`config.mk`:
```
export PLATFORM = sky130hd
export DESIGN_NAME = dff_reg_arbiter
export DESIGN_NICKNAME = d
export VERILOG_FILES = /design/src/rtl/dff_arb_pkg.sv /design/src/rtl/dff_reg_arbiter_rr_pick.sv /design/src/rtl/dff_reg_arbiter.sv
export SDC_FILE = /design/constraint.sdc
export NUM_CORES = 1
export LEC_CHECK = 0
export ABC_AREA = 1
export CAP_MARGIN = 0
export CORE_MARGIN = 10
export CORE_UTILIZATION = 56
export DETAILED_ROUTE_END_ITERATION = 7
export DONT_BUFFER_PORTS = 1
export MAX_ROUTING_LAYER = met4
export PLACE_DENSITY = 0.71
export SETUP_SLACK_MARGIN = 0.5
export SLEW_MARGIN = 20
export SYNTH_ARGS = -nofsm -noshare
export SYNTH_HDL_FRONTEND = slang
export SYNTH_SLANG_ARGS = --single-unit
```
`constraint.sdc`:
```
create_clock -name clk -period 2.7 [get_ports clk]
set_clock_uncertainty 0.05 [all_clocks]
set_input_delay 0 -clock clk [delete_from_list [all_inputs] [get_ports clk]]
set_output_delay 0 -clock clk [all_outputs]
set_load 0.005 [all_outputs]
```
`src/rtl/dff_arb_pkg.sv`:
```
// Shared types and sizing helpers for the round-robin register write arbiter.
package dff_arb_pkg;

  typedef enum logic [1:0] {
    IDLE  = 2'd0,
    GRANT = 2'd1,
    LOCK  = 2'd2
  } arb_state_t;

  localparam int CNT_W = 4;

  // Pointer/select width; never narrower than one bit.
  function automatic int ptr_width(input int n);
    return (n > 1) ? $clog2(n) : 1;
  endfunction

endpackage

```
`src/rtl/dff_reg_arbiter_rr_pick.sv`:
```
// Combinational round-robin selector: first set request at or above ptr, wrapping.
module rr_pick
  import dff_arb_pkg::*;
#(
  parameter int NUM_REQ = 4,
  parameter int PTR_W   = ptr_width(NUM_REQ)
) (
  input  logic [NUM_REQ-1:0] req,
  input  logic [PTR_W-1:0]   ptr,
  output logic [PTR_W-1:0]   sel,
  output logic               valid
);

  int               t;
  logic [PTR_W-1:0] idx;

  // Scan from the farthest offset down so the closest match to ptr wins.
  always_comb begin
    sel   = '0;
    valid = 1'b0;
    t     = 0;
    idx   = '0;
    for (int i = NUM_REQ - 1; i >= 0; i--) begin
      t = int'(ptr) + i;
      if (t >= NUM_REQ) t = t - NUM_REQ;
      idx = PTR_W'(t);
      if (req[idx]) begin
        sel   = idx;
        valid = 1'b1;
      end
    end
  end

endmodule

```
`src/rtl/dff_reg_arbiter.sv`:
```
// Round-robin write arbiter in front of one shared WIDTH-bit flip-flop register.
module dff_reg_arbiter
  import dff_arb_pkg::*;
#(
  parameter int NUM_REQ     = 4,
  parameter int WIDTH       = 8,
  parameter int HOLD_CYCLES = 2
) (
  input  logic                     clk,
  input  logic                     rst,
  input  logic [NUM_REQ-1:0]       req,
  input  logic [NUM_REQ*WIDTH-1:0] wdata,
  output logic [NUM_REQ-1:0]       grant,
  output logic [NUM_REQ-1:0]       ack,
  output logic                     busy,
  output logic [WIDTH-1:0]         qout
);

  localparam int PTR_W = ptr_width(NUM_REQ);

  arb_state_t       state, state_n;
  logic [PTR_W-1:0] ptr, ptr_n, sel_q, sel_n, pick_sel;
  logic             pick_vld;
  logic [CNT_W-1:0] cnt, cnt_n;
  logic [NUM_REQ-1:0] grant_n, ack_n;
  logic             load_en;
  logic [WIDTH-1:0] wd_arr [NUM_REQ];

  for (genvar i = 0; i < NUM_REQ; i++) begin : g_unpack
    assign wd_arr[i] = wdata[i*WIDTH +: WIDTH];
  end

  function automatic logic [NUM_REQ-1:0] onehot(input logic [PTR_W-1:0] s);
    onehot    = '0;
    onehot[s] = 1'b1;
  endfunction

  function automatic logic [PTR_W-1:0] after(input logic [PTR_W-1:0] s);
    return (s == PTR_W'(NUM_REQ - 1)) ? '0 : s + 1'b1;
  endfunction

  rr_pick #(.NUM_REQ(NUM_REQ), .PTR_W(PTR_W)) u_pick (
    .req   (req),
    .ptr   (ptr),
    .sel   (pick_sel),
    .valid (pick_vld)
  );

  always_comb begin
    state_n = state;
    ptr_n   = ptr;
    sel_n   = sel_q;
    cnt_n   = cnt;
    grant_n = grant;
    ack_n   = '0;
    load_en = 1'b0;
    case (state)
      IDLE: begin
        grant_n = '0;
        if (pick_vld) begin
          sel_n   = pick_sel;
          grant_n = onehot(pick_sel);
          state_n = GRANT;
        end
      end
      GRANT: begin
        if (req[sel_q]) begin
          load_en = 1'b1;
          ack_n   = onehot(sel_q);
          cnt_n   = CNT_W'(HOLD_CYCLES - 1);
          state_n = LOCK;
        end else begin
          // Requester withdrew before the write: release without touching qout.
          grant_n = '0;
          ptr_n   = after(sel_q);
          state_n = IDLE;
        end
      end
      LOCK: begin
        if (cnt == '0) begin
          grant_n = '0;
          ptr_n   = after(sel_q);
          state_n = IDLE;
        end else begin
          cnt_n = cnt - 1'b1;
        end
      end
      default: begin
        grant_n = '0;
        state_n = IDLE;
      end
    endcase
  end

  always_ff @(posedge clk) begin
    if (rst) begin
      state <= IDLE;
      ptr   <= '0;
      sel_q <= '0;
      cnt   <= '0;
      grant <= '0;
      ack   <= '0;
    end else begin
      state <= state_n;
      ptr   <= ptr_n;
      sel_q <= sel_n;
      cnt   <= cnt_n;
      grant <= grant_n;
      ack   <= ack_n;
    end
  end

  // Shared storage register: loads only on a committed write.
  always_ff @(posedge clk) begin
    if (rst)          qout <= '0;
    else if (load_en) qout <= wd_arr[sel_q];
  end

  assign busy = (state != IDLE);

endmodule

```
==> metrics <==
outcome=finished, final reports clean; Setup Buffers After CTS=0; Rel. slew slack=63.0%; Seq cells post-synth=26; average instance area after synthesis=6.67 µm²; required time at the worst-slack endpoint=2.88 ns; min cycle time layout=roughly 1.9 ns; DP Cell Count=267; GR Overflow Total=0; later-pin clock latency in the skew report=0.32 ns; buffer cell driving the clock tree root=sky130_fd_sc_hd__clkbuf_4; sinks on the clock net=26; prevailing post-synth register cell=sky130_fd_sc_hd__dfxtp_1; vias in the first global route=1,518; wire length of the first global-routing pass=6.80 mm; antenna violations before repair=0; n_diodes=0; final setup fails=0; antenna-violating nets left=0; Clock Path Buffers=2; startpoint of the worst hold path=req[1]; Pwr Density=about 1100 mW/mm²; beginning of the worst register-to-register path=sel_q[1]; unrepaired setup endpoints after global routing=false; DP Area=0.00162 mm²; clock input transition at the sequential cells of the worst setup and hold paths=0.15 ns; static leakage=between 0.8 and 0.9 nW; mapped cell area=0.00162 mm²; synthesized netlist net count=290; library cell contributing the largest single delay on the critical path=sky130_fd_sc_hd__dfxtp_1; number of port buffers=0; post-route DRC violation count=0; TritonCTS clock tree=done; Detailed Routing Iterations Pass 1=4; Detailed Place HPWL=3.13 mm; f_max=514 MHz; hold path depth=5; max-cap viol count=0; number of violations reported at the end of detailed-routing iteration 0=111; width of the chip=73.8 µm; number of enable-type register cells in the synthesized netlist=0; starting density of the core=58.8%; CTS buffer count=3; count of distinct cell types in the synthesized netlist=27; worst vdd ir=between 0.6 and 0.7 mV; share of cells above drive strength 1=8.95%; count of mapped cells out of synthesis=243; category of the worst setup path launch point=flip-flop; area of the core=0.00276 mm²; GRT Util Overall=15.7%; final slew viol count=0; Die Footprint=0.00544 mm²; crit-path most repeated cell=sky130_fd_sc_hd__nor2_1; kind of end point of the critical path=flip-flop; maximum single-stage delay on the critical path=0.64 ns; Synth async-reset ratio=0%; total I/O pin count=55; Worst-Margin Slew=0.555 ns; FP Rows=19; post-route clock period utilization=72.1%; filler instances=250; Yosys Warn Count=0; DR vias=1,597; average wire length per cell after detail routing=about 15 µm; sequential fraction of the synthesis area=32.1%; Setup crit start=sel_q[1]; tightest hold margin=0.0239 ns; Gates resized, CTS repair=0; fin cells=288; Worst Reg2Reg Path Length in Cells=6; Area Growth Syn to Fin=13.8%; Total Negative Setup Slacks=0 ns; Crit Path Max Fanout=13; Cell Chain, Critical Path=inv_2, o21ai_0, o22ai_1, dlygate4sd3_1, nor2_1, nor2_1; Post-layout nets=305; maximum number of pins on one net before global-route repair=23; start-to-end type of the worst setup path=flip-flop to flip-flop; Final GP Congestion=0.801; number of H-tree levels=1; wirelength, routed=around 4.3 mm; DIE HEIGHT=around 74 µm; Hold/Removal Path Class=input port to flip-flop; drt via density=approximately 5.5; final standard cell area without fillers=between 0.0015 and 0.002 mm²; Arrival @ worst endpoint=about 2.1 ns; Hold Fails Final Rpt=0
-- what timing repair did --
item / in CTS / in global routing
setup endpoints to repair: 0 / 0
hold endpoints to repair: 19 / 0
hold buffers: 17 / 0
-- synthesized netlist by cell type, types with 2 or more instances --
library cell | instances | area (µm²)
sky130_fd_sc_hd__nor2_1 | 47 | 176
sky130_fd_sc_hd__nand2_1 | 41 | 154
sky130_fd_sc_hd__o21ai_0 | 33 | 165
sky130_fd_sc_hd__dfxtp_1 | 26 | 521
sky130_fd_sc_hd__inv_1 | 26 | 97.6
sky130_fd_sc_hd__a21oi_1 | 9 | 45.0
sky130_fd_sc_hd__ha_1 | 9 | 113
sky130_fd_sc_hd__nand3_1 | 8 | 40.0
sky130_fd_sc_hd__o22ai_1 | 8 | 50.1
sky130_fd_sc_hd__nand2_2 | 5 | 31.3
sky130_fd_sc_hd__nand3_2 | 5 | 50.1
sky130_fd_sc_hd__clkbuf_1 | 3 | 11.3
sky130_fd_sc_hd__inv_2 | 3 | 11.3
sky130_fd_sc_hd__nor3_1 | 3 | 15.0
sky130_fd_sc_hd__a211oi_1 | 2 | 15.0
sky130_fd_sc_hd__buf_2 | 2 | 10.0
sky130_fd_sc_hd__nor3b_1 | 2 | 15.0
sky130_fd_sc_hd__o21ai_2 | 2 | 17.5
-- layout by cell type (no fill, tap or decap), drive strengths merged --
master,count
dlygate4sd3,17
a211oi,2
a21oi,9
or3,1
o211ai,1
dfxtp,26
nor2,48
o22ai,8
clkbuf,3
nand2,47
nand3,14
o21ai,36
bufinv,1
inv,29
ha,9
nor3b,2
buf,1
nor3,3
-- where the power goes --
| group | switching (mW) | internal (mW) | total (mW) |
|---|---|---|---|
| logic | 0.651 | 0.415 | 1.07 |
| clock network | 0.124 | 0.150 | 0.274 |
| registers | 0.114 | 0.500 | 0.614 |
-- routing by layer --
layer | global-route usage, % | up-vias | wire [µm]
li1 | - | 816 | -
met1 | 15.9 | 728 | 1750
met2 | 27.9 | 49 | 2170
met3 | 4.85 | 4 | 350
met4 | 5.38 | 0 | 36
met5 | - | - | 0
-- flip-flops by register name, indices dropped and copies added, names as in the netlist --
signal,count
ack,4
qout,8
grant,4
sel_q,2
state,2
ptr,2
cnt,4
-- stage by stage --
step	setup slack (ns)	power, mW	utilization, %
CTS	0.790	1.94	66.9
finish	0.753	1.95	66.9
detailed placement	0.851	1.57	58.8
global placement	0.855	1.53	58.8
global route	0.561	2.13	66.9
floorplan	1.23	1.39	-
-- cell families (layout without fill, tap and decap cells) --
logic type / after synthesis / after routing / share of synthesized area [%]
AND/OR/NAND/NOR: 115 / 115 / 32.6
AO/OA/AOI/OAI: 56 / 56 / 18.8
buffers and inverters: 37 / 51 / 9.50
flip-flops: 26 / 26 / 32.1
adder cells (fa/ha/maj): 9 / 9 / 6.95
-- path summary, 6_finish.rpt --
kind,to,slack [ns]
setup / recovery,qout[2],0.75
hold / removal,sel_q[1],0.02
setup reg to reg,qout[2],0.75
hold reg to reg,cnt[1],0.43
-- layout make-up --
cell class | count | area [µm²] | area share, %
Sequential cell | 26 | 520 | 28.2
Tap cell | 31 | 38.8 | 2.10
Timing Repair Buffer | 18 | 178 | 9.63
Clock buffer | 3 | 22.5 | 1.22
Multi-Input combinational cell | 180 | 946 | 51.3
Inverter | 29 | 109 | 5.90
Clock inverter | 1 | 30.0 | 1.63
-- worst max-delay path: cells and delay by family, from the launching register on --
family | cells | cell delay, ns
AOI/OAI and AO/OA | 2 | 0.25
buffers and inverters | 2 | 0.78
DFF | 1 | 0.64
and+or+nand+nor | 2 | 0.14
No activity file was read; power rests on OpenSTA's default activity.
